[src/rtl/wind_mode_sequencer.sv]
// Tick prescaler and mode selector for the wind-pattern light FSM.
// Mode comes from the manual switches or a calm -> R-to-L -> L-to-R rotation and only changes on ticks.
module wind_mode_sequencer #(
  parameter int TICK_DIV = 25_000_000,
  parameter int DWELL    = 8
) (
  input  logic       clk,
  input  logic       reset,
  input  logic [1:0] man_sw,
  input  logic       auto_en,
  input  logic       hold,
  output logic       tick,
  output logic [1:0] mode,
  output logic       mode_change,
  output logic       auto_active
);

  localparam int PC_W = $clog2(TICK_DIV);
  localparam int DW_W = $clog2(DWELL) + 1;
  localparam logic [PC_W-1:0] PC_MAX    = PC_W'(TICK_DIV - 1);
  localparam logic [DW_W-1:0] DWELL_MAX = DW_W'(DWELL - 1);

  typedef enum logic [1:0] {
    ST_MANUAL    = 2'd0,
    ST_AUTO_RUN  = 2'd1,
    ST_AUTO_HOLD = 2'd2
  } state_t;

  logic [1:0]      man_sw_meta_r, s_man_sw_r;
  logic            auto_en_meta_r, s_auto_en_r;
  logic            hold_meta_r, s_hold_r;
  logic [PC_W-1:0] pc_r;
  logic            tick_r;
  state_t          state_r;
  logic [DW_W-1:0] dwell_r;
  logic            first_r;
  logic [1:0]      mode_r;
  logic            mode_change_r;
  logic            auto_active_r;
  logic [1:0]      man_mode_s;

  // The switch code 11 has no pattern of its own and falls back to calm.
  function automatic logic [1:0] man_map(input logic [1:0] sw);
    man_map = (sw == 2'b11) ? 2'b00 : sw;
  endfunction

  function automatic logic [1:0] next_mode(input logic [1:0] m);
    case (m)
      2'b00:   next_mode = 2'b01;
      2'b01:   next_mode = 2'b10;
      default: next_mode = 2'b00;
    endcase
  endfunction

  assign man_mode_s = man_map(s_man_sw_r);

  // Two-flop synchronizers for the board switches.
  always_ff @(posedge clk or posedge reset) begin
    if (reset) begin
      man_sw_meta_r  <= 2'b00;
      s_man_sw_r     <= 2'b00;
      auto_en_meta_r <= 1'b0;
      s_auto_en_r    <= 1'b0;
      hold_meta_r    <= 1'b0;
      s_hold_r       <= 1'b0;
    end else begin
      man_sw_meta_r  <= man_sw;
      s_man_sw_r     <= man_sw_meta_r;
      auto_en_meta_r <= auto_en;
      s_auto_en_r    <= auto_en_meta_r;
      hold_meta_r    <= hold;
      s_hold_r       <= hold_meta_r;
    end
  end

  // Prescaler producing the single-cycle step enable.
  always_ff @(posedge clk or posedge reset) begin
    if (reset) begin
      pc_r   <= {PC_W{1'b0}};
      tick_r <= 1'b0;
    end else begin
      tick_r <= (pc_r == PC_MAX);
      pc_r   <= (pc_r == PC_MAX) ? {PC_W{1'b0}} : pc_r + PC_W'(1);
    end
  end

  // Mode FSM; leaving or entering auto suppresses that cycle's tick update.
  always_ff @(posedge clk or posedge reset) begin
    if (reset) begin
      state_r       <= ST_MANUAL;
      dwell_r       <= {DW_W{1'b0}};
      first_r       <= 1'b0;
      mode_r        <= 2'b00;
      mode_change_r <= 1'b0;
      auto_active_r <= 1'b0;
    end else begin
      mode_change_r <= 1'b0;
      case (state_r)
        ST_MANUAL: begin
          if (s_auto_en_r) begin
            state_r       <= ST_AUTO_RUN;
            auto_active_r <= 1'b1;
            dwell_r       <= {DW_W{1'b0}};
            first_r       <= 1'b1;
          end else if (tick_r) begin
            mode_r        <= man_mode_s;
            mode_change_r <= (man_mode_s != mode_r);
          end
        end
        ST_AUTO_RUN, ST_AUTO_HOLD: begin
          if (!s_auto_en_r) begin
            state_r       <= ST_MANUAL;
            auto_active_r <= 1'b0;
          end else begin
            state_r <= s_hold_r ? ST_AUTO_HOLD : ST_AUTO_RUN;
            // A hold landing on a tick cycle still lets this tick advance.
            if (tick_r && (state_r == ST_AUTO_RUN)) begin
              if (first_r) begin
                first_r       <= 1'b0;
                dwell_r       <= {DW_W{1'b0}};
                mode_r        <= 2'b00;
                mode_change_r <= (mode_r != 2'b00);
              end else if (dwell_r == DWELL_MAX) begin
                dwell_r       <= {DW_W{1'b0}};
                mode_r        <= next_mode(mode_r);
                mode_change_r <= 1'b1;
              end else begin
                dwell_r <= dwell_r + DW_W'(1);
              end
            end
          end
        end
        default: begin
          state_r       <= ST_MANUAL;
          auto_active_r <= 1'b0;
          first_r       <= 1'b0;
        end
      endcase
    end
  end

  assign tick        = tick_r;
  assign mode        = mode_r;
  assign mode_change = mode_change_r;
  assign auto_active = auto_active_r;

endmodule
[config.mk]
export PLATFORM = sky130hd
export DESIGN_NAME = wind_mode_sequencer
export DESIGN_NICKNAME = d
export VERILOG_FILES = /design/src/rtl/wind_mode_sequencer.sv
export SDC_FILE = /design/constraint.sdc
export NUM_CORES = 1
export LEC_CHECK = 0
export CORE_UTILIZATION = 50
export CTS_BUF_LIST = sky130_fd_sc_hd__clkbuf_4 sky130_fd_sc_hd__clkbuf_8 sky130_fd_sc_hd__clkbuf_16
export DETAILED_ROUTE_END_ITERATION = 16
export GPL_TIMING_DRIVEN = 0
export PLACE_DENSITY = 0.75
export SYNTH_ARGS = -nofsm -noshare
export SYNTH_HDL_FRONTEND = slang
export SYNTH_SLANG_ARGS = --single-unit
[constraint.sdc]
create_clock -name clk -period 4.2 [get_ports clk]
set_input_delay 0.84 -clock clk [delete_from_list [all_inputs] [get_ports clk]]
set_output_delay 0.84 -clock clk [all_outputs]
set_load 0.03 [all_outputs]
==> results of run 1 <==
==> path summary, 6_finish.rpt <==
check                                          from                     end  depth (start not counted)
max                             mode[0]$_DFFE_PP0P_                 mode[0]                          1
min                        auto_en_meta_r$_DFF_PP0_   s_auto_en_r$_DFF_PP0_                          0
max reg2reg                  state_r[1]$_DFFE_PP0P_  dwell_r[2]$_DFFE_PP0P_                          7
min reg2reg                auto_en_meta_r$_DFF_PP0_   s_auto_en_r$_DFF_PP0_                          0
max in group asynchronous                     reset      pc_r[10]$_DFF_PP0_                          3
min in group asynchronous                     reset  state_r[0]$_DFFE_PP0P_                          2
==> per-stage QoR <==
stage | instances | total power, mW
floorplan | 206 | 0.6794
global placement | 266 | 0.7316
detailed placement | 267 | 0.7475
CTS | 275 | 1.010
global route | 275 | 1.058
finish | 275 | 0.9995
==> layer usage <==
metal  vias up  wire length [um]  GRT usage [%]
li1        781                 -              -
met4         0                55          7.813
met3         5               126          5.000
met5         -                 0              0
met1       779              1982          28.50
met2        29              1713          27.21
==> area by class of cell <==
cell class                      instances  area (um^2)
Fill cell                             366         1642
Sequential cell                        45         1126
Multi-Input combinational cell        148        988.4
Timing Repair Buffer                   11        120.1
Clock buffer                            5        68.82
Tap cell                               50        62.56
Buffer                                  6        35.03
Inverter                                7        26.28
Clock inverter                          3        17.52
==> kinds of logic after synthesis <==
logic type,after synthesis,synth area share (%)
simple gates,89,24.38
flops,45,51.75
compound gates,36,10.70
xor+xnor,16,6.440
buf+inv,13,2.818
fa+ha+maj,5,2.875
mux,2,1.035
==> flip-flops by register name, indices dropped and copies added (netlist names), 2 cells and up <==
signal,flops
pc_r,25
s_man_sw_r,2
mode,2
dwell_r,4
state_r,2
man_sw_meta_r,2
==> cells in the mapped netlist (all sizes together), types with 3 or more instances <==
cell type  count  area, um^2
nor4           3       33.78
inv            7       26.28
a22o           3       26.28
nand2b         4       25.02
buf            5       31.28
nor2          15       56.30
nand4          6       52.55
dfrtp         45        1126
o21ai          7       35.03
or4b           3       30.03
and4           4       37.54
xnor2          6       52.55
ha             5       62.56
nand2         18       67.56
o41ai          3       26.28
o31ai          6       45.04
a21oi         12       60.06
nand3         12       60.06
nor3           3       15.01
xor2          10       87.58
and3           3       20.02
or4            4       30.03
==> report_power, final <==
| group | total (mW) | leakage [nW] | switching [mW] | internal (mW) |
|---|---|---|---|---|
| clock | 0.261 | 0.0439 | 0.146 | 0.115 |
| combinational | 0.238 | 0.442 | 0.143 | 0.0956 |
| sequential | 0.500 | 0.589 | 0.0336 | 0.466 |
| total | 0.999 | 1.08 | 0.323 | 0.677 |
==> results.txt, run 1 <==
Crit path launch type: flop
Async S/R FF share, synth: 100.0%
Mapped Cells: 206
Setup WS pre-CTS: 1.937 ns
PwrDens: 408.8 mW/mm^2
Initial Util: 53.25%
Die area: 0.004619 mm^2
Global route total overflow: 0
Residual DRC: 0
Max IR drop VDD: 0.2840 mV
Clock insertion delay at the later pin of the skew report: 0.30 ns
Highest Clock Rate: 0.4289 GHz
Hold Fails Final Rpt: 0
GRT Util Overall: 19.49%
Hold slack final: 0.3525 ns
Synth Flop Type: dfrtp_1
Slowest-stage cell, CP: clkdlybuf4s50_1
Final worst setup slack: 1.868 ns
Drt first pass iters: 4
Top cell family by delay on the critical path: buffers and inverters
Tcrit/Tclk final: 55.52%
Post-DP HPWL: 2770 um
Wire per inst: 14.09 um
Biggest cell delay along the critical path: 0.72 ns
CTS tree: built
Bufs and invs on worst path: 1
Global-route wire length before repair: 6541 um
Most frequent cells in the layout: 45 x dfrtp_1, 18 x nand2_1, 15 x nor2_1, 12 x a21oi_1, 12 x nand3_1
Die width: 67.97 um
Die Span Y: 67.97 um
H-Tree Depth: 2
RSZ-0062 raised after global routing: no
Max-slew headroom: 62.70%
CP arrival: 1.49 ns
Clock-pin slew on the worst setup and hold paths: 0.08 ns
Share of layout cells above drive strength 1: 10.67%
Initial DRC Count: 60
Antenna violation net count after detailed routing: 0
Post-synth EDFFs: 0
GPL Wtd Cong: 0.8273
Crit path max fanout: 8
Finished Core Util: 59.83%
Status: finished, final reports clean
Cell Area, Placed: 0.002359 mm^2
Final min period: 2.332 ns
CTS Buffer Depth: 2
Initial antenna violation count: 0
Drt total wl: 3876 um
I/O pin count: 11
FF-to-FF setup slack: 1.91 ns
Yosys warns: 0
Layout net count: 235
CP Capture Type: primary output
Pleak: 1.075 nW
Tightest Pin Transition: 0.5569 ns
Count of clock tree sinks: 45
Commonest non-fill, non-tap cell in the layout: dfrtp_1
Worst EP required: 3.36 ns
Critical path type: reg -> out
Vias in the first global route: 1,377
Clock root cell: clkbuf_8
Fin. max-slew vios: 0
P&R area growth vs syn: 12.36%
Via density: 5.796
Largest net degree at the start of global routing: 34
Post CTS Setup Buffer Count: 0
Max-cap check violation count: 0
Setup Viol. Count Final: 0
Core area: 0.004086 mm^2
Syn_nets: 217
Seq/Total Area, Yosys: 51.75%
Synth cell types: 44
Clock Skews: 0.005162 ns
Cts repair resizes: 0
Synth Register Bits: 45
Via count: 1,594
Setup_tns: 0 ns
Worst-path cell chain: clkdlybuf4s50_1
Hold Path Class: reg -> reg
PortBufs: 10
Antenna diodes: 0
Avg Inst Size Synth: 10.56 um^2
Row count: 23
Design area: 0.002445 mm^2
Area of the mapped netlist: 0.002176 mm^2
TritonCTS Buffers: 5
CTS Hold Bufs: 0
Power figures use the tool's default switching activity.
==> run 2, diff against run 1 <==
--- a/config.mk
+++ b/config.mk
@@ -9,7 +9,7 @@
 export CTS_BUF_LIST = sky130_fd_sc_hd__clkbuf_4 sky130_fd_sc_hd__clkbuf_8 sky130_fd_sc_hd__clkbuf_16
 export DETAILED_ROUTE_END_ITERATION = 16
 export GPL_TIMING_DRIVEN = 0
-export PLACE_DENSITY = 0.75
+export PLACE_DENSITY = 0.78
 export SYNTH_ARGS = -nofsm -noshare
 export SYNTH_HDL_FRONTEND = slang
 export SYNTH_SLANG_ARGS = --single-unit
==> constraint.sdc (replaced) <==
create_clock -name clk -period 2 [get_ports clk]
set_input_delay 0.4 -clock clk [delete_from_list [all_inputs] [get_ports clk]]
set_output_delay 0.4 -clock clk [all_outputs]
set_load 0.03 [all_outputs]
==> results.txt, run 2 (synthesized netlist as in run 1, its figures left out) <==
Die width: 67.97 um
Most frequent cells in the layout: 45 x dfrtp_1, 18 x nand2_1, 15 x nor2_1, 12 x a21oi_1, 12 x nand3_1
CTS Hold Bufs: 0
Fin. max-slew vios: 0
PwrDens: 856.4 mW/mm^2
Row count: 23
Biggest cell delay along the critical path: 0.72 ns
Top Registers: pc_r x25, dwell_r x4
Internal: 1.454 mW
Worst r2r src: state_r[0]$_DFFE_PP0P_
Clock-pin slew on the worst setup and hold paths: 0.09 ns
Max-cap check violation count: 0
Post-DP HPWL: 2749 um
Global route total overflow: 0
Hold Path Class: in -> async
CP Capture Type: primary output
H-Tree Depth: 2
Die area: 0.004619 mm^2
Wire per inst: 14.16 um
Via density: 5.715
Status: finished, final reports clean
Sequential power share: 48.6%
Gate power share: 25.1%
CP arrival: 1.50 ns
Worst-path cell chain: clkdlybuf4s50_1
Core area: 0.004086 mm^2
I/O pin count: 11
Net Switching: 0.7015 mW
Residual DRC: 0
Drt first pass iters: 4
Drt total wl: 3980 um
Die Span Y: 67.97 um
Hold Fails Final Rpt: 0
Initial antenna violation count: 0
GRT Util Overall: 20.23%
Max FFs per register: 25
Final worst setup slack: 0.09695 ns
Tcrit/Tclk final: 95.15%
Initial Util: 53.25%
P&R area growth vs syn: 15.70%
Tightest Pin Transition: 0.4394 ns
Worst Reg-to-Reg Cells: 7
Pleak: 1.100 nW
Count of clock tree sinks: 45
Initial DRC Count: 51
PortBufs: 10
Fillcell total: 347
Clock root cell: clkbuf_8
Global-route wire length before repair: 6879 um
Crit path max fanout: 8
Share of layout cells above drive strength 1: 14.72%
CTS Buffer Depth: 2
TritonCTS Buffers: 5
Antenna diodes: 0
Sw frac: 32.54%
Slowest-stage cell, CP: clkdlybuf4s50_1
Largest net degree at the start of global routing: 38
Antenna violation net count after detailed routing: 0
Setup WS pre-CTS: -0.2078 ns
Setup Viol. Count Final: 0
Commonest non-fill, non-tap cell in the layout: dfrtp_1
Clock insertion delay at the later pin of the skew report: 0.30 ns
Top cell family by delay on the critical path: buffers and inverters
Vias in the first global route: 1,565
CTS tree: built
Max-slew headroom: 70.48%
Worst EP required: 1.60 ns
Clock share of power: 26.3%
GPL Wtd Cong: 0.8278
Max IR drop VDD: 0.6754 mV
Final min period: 1.903 ns
Via count: 1,606
Clock Skews: 0.005179 ns
Highest Clock Rate: 0.5255 GHz
R2R Path End: dwell_r[3]$_DFFE_PP0P_
Layout net count: 241
Hold slack final: 0.3159 ns
Crit path launch type: flop
Bufs and invs on worst path: 1
Critical path type: reg -> out
FF-to-FF setup slack: 0.1 ns
Total Power: 2.156 mW
Worst Setup SP: mode[0]$_DFFE_PP0P_
Register bank with the most flops: pc_r
-- run 2: changes by cell type in the layout (fill, tap and decap cells not counted), sizes merged --
cell      before  now
clkinv         2    0
buf            6   12
clkinvlp       1    3
-- run 2: through the flow --
step                cells  TNS [ns]  instance area (um^2)  util (%)
detailed placement    267   -0.6792                  2359     57.72
finish                281         0                  2517     61.60
floorplan             206         0                  2176         -
CTS                   276         0                  2465     60.32
global route          281  -0.01327                  2517     61.60
global placement      266    -15.53                  2338     57.23
-- run 2: worst max-delay path by stage --
stage | to | cells after the start
2_1_floorplan | dwell_r[2]$_DFFE_PP0P_ | 7
6_report | mode[0] | 1
5_1_grt | pc_r[16]$_DFF_PP0_ | 7
3_5_place_dp | dwell_r[2]$_DFFE_PP0P_ | 7
3_3_place_gp | pc_r[10]$_DFF_PP0_ | 2
4_1_cts | dwell_r[3]$_DFFE_PP0P_ | 7
-- run 2: final cells by class --
| cell class | count | area (um^2) | area share, % |
|---|---|---|---|
| sequential | 45 | 1126 | 44.73 |
| multi-input combinational | 148 | 1007 | 40.01 |
| timing repair buffer | 17 | 165.2 | 6.561 |
| clock buffer | 5 | 68.82 | 2.734 |
| tap | 50 | 62.56 | 2.485 |
| buffer | 6 | 38.79 | 1.541 |
| inverter | 7 | 26.28 | 1.044 |
| clock inverter | 3 | 22.52 | 0.8946 |
-- run 2: worst reg2reg max path, cell delays in order, from the launching register on --
cell     delay, ns
dfrtp_1       0.39
inv_1         0.06
ha_1          0.29
buf_2         0.19
inv_2         0.12
a31oi_2       0.17
or3_1         0.40
o31ai_1       0.19
-- run 2: timing repair --
item | in CTS | in global routing
endpoints found under the setup margin | 14 | 13
resized for setup | 3 | 4
pin swaps | 1 | 1
setup buffers | 1 | 5
-- run 2: layer usage --
| layer | GRT usage (%) | up-vias | part of all wire [%] |
|---|---|---|---|
| met2 | 31.37 | 25 | 48 |
| met1 | 26.98 | 777 | 48 |
| met4 | 8.594 | 0 | 1.5 |
| met5 | 0 | - | 0 |
| met3 | 4.833 | 5 | 3.1 |
| li1 | - | 799 | - |
-- run 2: power groups by stage --
stage	combinational [mW]	sequential [mW]	clock, mW
2_1_floorplan	0.357	1.07	0
3_3_place_gp	0.473	1.06	0
3_5_place_dp	0.495	1.06	0
4_1_cts	0.513	1.05	0.583
5_1_grt	0.606	1.06	0.631
6_report	0.542	1.05	0.567
==> run 3, diff against run 2 <==
--- a/config.mk
+++ b/config.mk
@@ -9,6 +9,7 @@
 export CTS_BUF_LIST = sky130_fd_sc_hd__clkbuf_4 sky130_fd_sc_hd__clkbuf_8 sky130_fd_sc_hd__clkbuf_16
 export DETAILED_ROUTE_END_ITERATION = 16
 export GPL_TIMING_DRIVEN = 0
+export HOLD_SLACK_MARGIN = 0.02
 export PLACE_DENSITY = 0.78
 export SYNTH_ARGS = -nofsm -noshare
 export SYNTH_HDL_FRONTEND = slang
==> results of run 3 <==
Same layout as run 2: the final DEF is identical, and so are final timing and power.
==> variant 1: new RTL, config.mk and constraints of run 2 <==
Set the parameter `DWELL` to 16 (it was 8).
--- a/src/rtl/wind_mode_sequencer.sv
+++ b/src/rtl/wind_mode_sequencer.sv
@@ -3,5 +3,5 @@
 module wind_mode_sequencer #(
   parameter int TICK_DIV = 25_000_000,
-  parameter int DWELL    = 8
+  parameter int DWELL    = 16
 ) (
   input  logic       clk,
Function: no difference found for any inputs over 10 cycles, from zero or initial values and one cycle with reset high; that may be too few to reach the edited logic, so the function may still have changed.
==> variant 1 against run 2 <==
  * Combinational power up 10%
  * Synthesized area down 0.23%
  * Highest routed layer unchanged
  * Clock skew up 0.0035 ns
  * Worst hold slack better by 0.018 ns
  * Sequential cell count up 1
  * Power up 0.37%
  * Final area down 1.9%
  * Die area down 0.22%
  * Synthesized cell count up 0.49%
  * Count of clock-buffer cells in the layout unchanged
  * Setup slack worse by 0.0028 ns
  * Wire length down 1.4%
==> variant 1: results (changes against run 2) <==
[placement]
dpl-instance-area_mm2=0.002354  ; -0.21%
hpwlAfterDp_um=2787  ; +1.4%
routabilityCongestion=0.7869  ; -4.9%
post-place-cells=268  ; +0.37%

[setup_path]
max_stage_delay_ns=0.72  ; about the same
startpoint=mode[0]

[synthesis]
ys_top_cells_by_count=dfrtp_1 (46), nand2_1 (17), nor2_1 (17)
netlist.area_leader.share_pct=53.03  ; +1.3 points
ys_seq_area_share_pct=53.03  ; +1.3 points
synthArstFlopShare_pct=100.0  ; unchanged
synthCells=207  ; +0.49%
mappedNetlistNets=218  ; +0.46%
synthTopCellsByArea=dfrtp_1 (53%), xor2_1 (4.4%), a21oi_1 (3.0%)
synth_cell_type_count=43  ; -2.3%

[global_route]
track_usage_pct=19.97  ; -0.26 points
grt_pass1_wl_um=6582  ; -4.3%
grt_pass1_vias=1546  ; -1.2%

[drt]
firstDrtPassIters=4  ; unchanged
dr_wl_met2_um=1912  ; +0.79%
drt-initial-drc-count=55  ; +7.8%
wl_per_cell_um=14.22  ; +0.38%
vias_per_cell=5.761  ; +0.80%
wl_met3_um=131  ; +7.4%
top_layer_used=met4
wl_met1_um=1793  ; -5.5%

[timing]
finClkSkew_ns=0.008726  ; +0.003548 ns
relSlewSlack_pct=68.00  ; -2.5 points
hold_slack_ns=0.3344  ; +0.01847 ns

[finish]
fin_cells=276  ; -1.8%
nFillCells=354  ; +2.0%
top_regs=pc_r x25, dwell_r x5
nets=237  ; -1.7%
layout-drive-gt1-share_pct=10.62  ; -4.1 points

[power_and_ir_drop]
p_int_mw=1.486  ; +2.2%
clockPowerShare_pct=23.8  ; -2.5 points
power_leakage_nw=1.112  ; +1.1%
ir_worst_vdd_uv=578.3  ; -14%

[cts]
path_clk_slew_ns=0.08
cts_buffer_depth=2  ; unchanged
root_buffer=clkbuf_8

[status]
outcome=finished clean

variant 1: cell types whose count changed in the layout (fill, tap and decap cells not counted), moves of 2 or more:
cell / before / now
nand2b_1: 4 / 2
buf_4: 6 / 1
nor2_1: 15 / 17
o21ai_0: 7 / 10
o41ai_1: 3 / 1
clkinvlp_4: 3 / 0
clkinv_2: 0 / 2
nor4b_1: 2 / 0
or4b_1: 2 / 0
buf_2: 4 / 1
nor3_1: 3 / 5
and3_1: 2 / 5
or3_1: 1 / 5
variant 1: stage by stage:
stage	setup WS [ns]	util (%)	power (mW)
after global routing	0.01302	60.41	2.300
final	0.09413	60.41	2.164
after floorplan	0.1454	-	1.454
after global placement	-0.3661	57.10	1.570
after CTS	0.01434	59.74	2.130
after detailed placement	-0.02733	57.59	1.589
variant 1: worst paths after layout:
path | end
worst max-delay path | mode[0]
worst min-delay path | dwell_r[3]
worst max register to register | dwell_r[3]
worst min register to register | s_man_sw_r[0]
max in group asynchronous | man_sw_meta_r[0]
min in group clk | s_man_sw_r[0]
variant 1: what timing repair did:
item | 4_1_cts | 5_1_grt
gates cloned | 0 | 0
gates resized for setup | 2 | 4
buffers inserted | 0 | 1
endpoints found under the setup margin | 12 | 12
pin swaps | 1 | 2
variant 1: power groups by stage:
stage          Combinational (mW)  Clock (mW)  Sequential [mW]
2_1_floorplan               0.378           0             1.08
3_3_place_gp                0.502           0             1.07
3_5_place_dp                0.518           0             1.07
4_1_cts                     0.540       0.538             1.05
5_1_grt                     0.663       0.573             1.06
6_report                    0.596       0.515             1.05
variant 1: layout make-up:
class,instances,area (µm²),share of cell area [%]
Sequential cell,46,1151,46.63
Multi-Input combinational cell,150,991.0,40.14
Timing Repair Buffer,12,127.6,5.170
Clock buffer,5,68.82,2.788
Tap cell,50,62.56,2.534
Buffer,4,31.28,1.267
Inverter,7,26.28,1.064
Clock inverter,2,10.01,0.4055
variant 1: routing by layer:
| layer | track usage [%] | vias to the layer above |
|---|---|---|
| met5 | 0 | - |
| met4 | 12.50 | 0 |
| met3 | 4.833 | 7 |
| met2 | 33.42 | 19 |
| met1 | 22.90 | 782 |
| li1 | - | 782 |
variant 1: cells by family (layout without fill, tap and decap cells):
logic type / count (synthesis) / after routing / share of synthesized area, %
AND/OR/NAND/NOR: 89 / 89 / 23.52
flip-flops: 46 / 46 / 53.03
AO/OA/AOI/OAI: 38 / 38 / 10.72
XOR/XNOR: 16 / 16 / 6.455
buffers and inverters: 11 / 30 / 2.363
adder cells (fa/ha/maj): 5 / 5 / 2.882
multiplexers: 2 / 2 / 1.037
==> variant 2: new RTL, config.mk and constraints of run 2 <==
Made on the original files. Reset style: synchronous (`reset`), changed in 3 clocked blocks.
--- a/src/rtl/wind_mode_sequencer.sv
+++ b/src/rtl/wind_mode_sequencer.sv
@@ -56,5 +56,5 @@
 
   // Two-flop synchronizers for the board switches.
-  always_ff @(posedge clk or posedge reset) begin
+  always_ff @(posedge clk) begin
     if (reset) begin
       man_sw_meta_r  <= 2'b00;
@@ -75,5 +75,5 @@
 
   // Prescaler producing the single-cycle step enable.
-  always_ff @(posedge clk or posedge reset) begin
+  always_ff @(posedge clk) begin
     if (reset) begin
       pc_r   <= {PC_W{1'b0}};
@@ -86,5 +86,5 @@
 
   // Mode FSM; leaving or entering auto suppresses that cycle's tick update.
-  always_ff @(posedge clk or posedge reset) begin
+  always_ff @(posedge clk) begin
     if (reset) begin
       state_r       <= ST_MANUAL;
Formal check against the unedited RTL: differs if reset is asserted again (counterexample within 4 cycles, from zero or initial values and one cycle with reset high); with reset held inactive, the same outputs for 10 cycles.
==> variant 2 against run 2 <==
  * The run now ends with setup timing left
  * Final area is essentially flat
  * Setup slack worse by 0.11 ns
  * Sequential cell count unchanged
  * Wire length rose by 3.4%
  * Synthesized cell count increased by 15%
  * Maximum frequency is 5.4% lower
  * Critical path depth up 5
  * Synthesized area decreased by 5.4%
Power is not compared: it rests on default switching activity, and its combinational part moved more than twofold at a synthesized area within 25%.
==> variant 2: results (changes against run 2) <==
[status]
outcome=complete, but fails checks
violations=setup timing

[min_path]
min_from=hold_meta_r
hp-class=flop to flop
hold_depth=1
min_to=s_hold_r

[synthesis]
synth_ff_type=dfxtp_1
synthTopCellsByArea=dfxtp_1 (44%), nor2_1 (4.6%), a21oi_1 (4.1%)
ys_top_cells_by_count=dfxtp_1 (45), nor2_1 (25), a21oi_1 (17)
synth_warnings=0  ; unchanged
ys_seq_area_share_pct=43.77  ; -8.0 points
mappedNetlistNets=248  ; +14%
synth_cell_type_count=44  ; unchanged
synthArstFlopShare_pct=0  ; -100 points

[global_route]
grt_max_degree=14  ; -63%
antenna_found_initial=0  ; unchanged
track_usage_pct=19.51  ; -0.72 points
grt_pass1_wl_um=6527  ; -5.1%
grt_pass1_vias=1559  ; -0.38%

[timing]
finClkSkew_ns=0.005766  ; +0.0005877 ns
finalSetupViolations=3  ; +3
fin_ws_ns=-0.01094  ; -0.1079 ns
hold_slack_ns=0.4400  ; +0.1241 ns
worstMarginPinSlew_ns=0.4327  ; -0.006703 ns

[cts]
numCtsBuffers=5  ; unchanged
ctsHtreeMaxLevel=2  ; unchanged
root_buffer=clkbuf_8
worstSkewPairLatency_ns=0.29
path_clk_slew_ns=0.08
cts_buffer_depth=2  ; unchanged

[setup_path]
startpoint=pc_r[1]
regToRegEndpoint=pc_r[23]
reg2regPathDepth=6  ; -1
crit_fanout=8  ; unchanged
r2r_slack_ns=-0.01  ; -0.11 ns
crit_arrival_ns=2.24  ; +0.74 ns

[power_and_ir_drop]
ir_worst_vdd_uv=510.4
power_leakage_nw=0.8306

[drt]
drt_wl_total_um=4115  ; +3.4%
vias_per_cell=5.662  ; -0.93%
drt-initial-drc-count=95  ; +86%
firstDrtPassIters=5  ; +1

[finish]
antenna_cells=0  ; unchanged
layout-drive-gt1-share_pct=21.54  ; +6.8 points
nets=270  ; +12%
top_regs=pc_r x25, dwell_r x4

[placement]
routabilityCongestion=0.7984  ; -3.6%
hpwlAfterDp_um=2640  ; -4.0%
io_buffers=10  ; unchanged

[variant 2: changes by cell type after synthesis, sizes merged, moves of 4 or more]
cell           run 2  this run
or4                4         9
o21ai              7        12
xor2              10         6
a21oi             12        17
dfrtp             45         0
or3                2         7
nand2             18        14
nor2b              2        12
inv                7        11
nor2              15        25
clkbuf             1         6
dfxtp              0        45
[variant 2: how the worst max path moves through the flow]
stage                     slack (ns)  depth (start not counted)          to
final                          -0.01                          6    pc_r[23]
after global routing           -0.06                          6    pc_r[23]
after CTS                      0.007                          7  dwell_r[3]
after detailed placement       -0.26                          7  dwell_r[3]
after global placement         -0.25                          7  dwell_r[3]
after floorplan                 0.01                          7  dwell_r[3]
[variant 2: worst max-delay path, cell delays in order (launching register included)]
cell and delay, ns:
dfxtp_4 0.37, buf_6 0.09, nand4_1 0.20, or4_4 0.55, buf_6 0.15, or4_4 0.47, a21oi_2 0.11
[variant 2: logic make-up (layout without fill, tap and decap cells)]
| kind of cell | Yosys count | after routing | synth area share, % |
|---|---|---|---|
| adders and majority gates | 5 | 5 | 3.040 |
| DFF | 45 | 45 | 43.77 |
| buffers and inverters | 20 | 43 | 4.133 |
| xor gates and xnor gates | 15 | 15 | 6.383 |
| AOI/OAI and AO/OA | 45 | 45 | 13.43 |
| and+or+nand+nor | 107 | 107 | 29.24 |
[variant 2: layout make-up]
| type | count | area (µm²) |
|---|---|---|
| Sequential cell | 45 | 939.7 |
| Multi-Input combinational cell | 172 | 1146 |
| Tap cell | 48 | 60.06 |
| Clock buffer | 7 | 90.09 |
| Clock inverter | 1 | 30.03 |
| Buffer | 8 | 63.81 |
| Fill cell | 311 | 1279 |
| Inverter | 11 | 41.29 |
| Timing Repair Buffer | 16 | 148.9 |
[variant 2: power by group]
group	total, mW	leakage [nW]	internal [mW]	switching [mW]
clock	0.707	0.0619	0.421	0.287
combinational	0.108	0.394	0.0550	0.0535
sequential	0.921	0.375	0.904	0.0166
[variant 2: routing by layer]
metal  global-route usage (%)  up-vias  share of wire (%)
li1                         -      882                  -
met2                    34.44       18                 52
met3                    4.138        6                2.4
met4                    10.11        0                1.5
met1                    21.79      838                 45
met5                        0        -                  0
[variant 2: metrics by stage]
step                instances  worst slack, ns  area, µm²  util, %  setup TNS [ns]
global route              308         -0.06274       2520    66.34         -0.2977
floorplan                 237          0.01116       2069        -               0
detailed placement        295          -0.2611       2230    58.70          -1.153
global placement          295          -0.2505       2230    58.70         -0.6681
finish                    308         -0.01094       2520    66.34        -0.01641
CTS                       305         0.006802       2404    63.27               0
[variant 2: what timing repair did]
action,in CTS,in global routing
pin swaps,2,6
buffers inserted,2,4
cloned,0,0
gates resized for setup,14,32
endpoints found under the setup margin,21,18
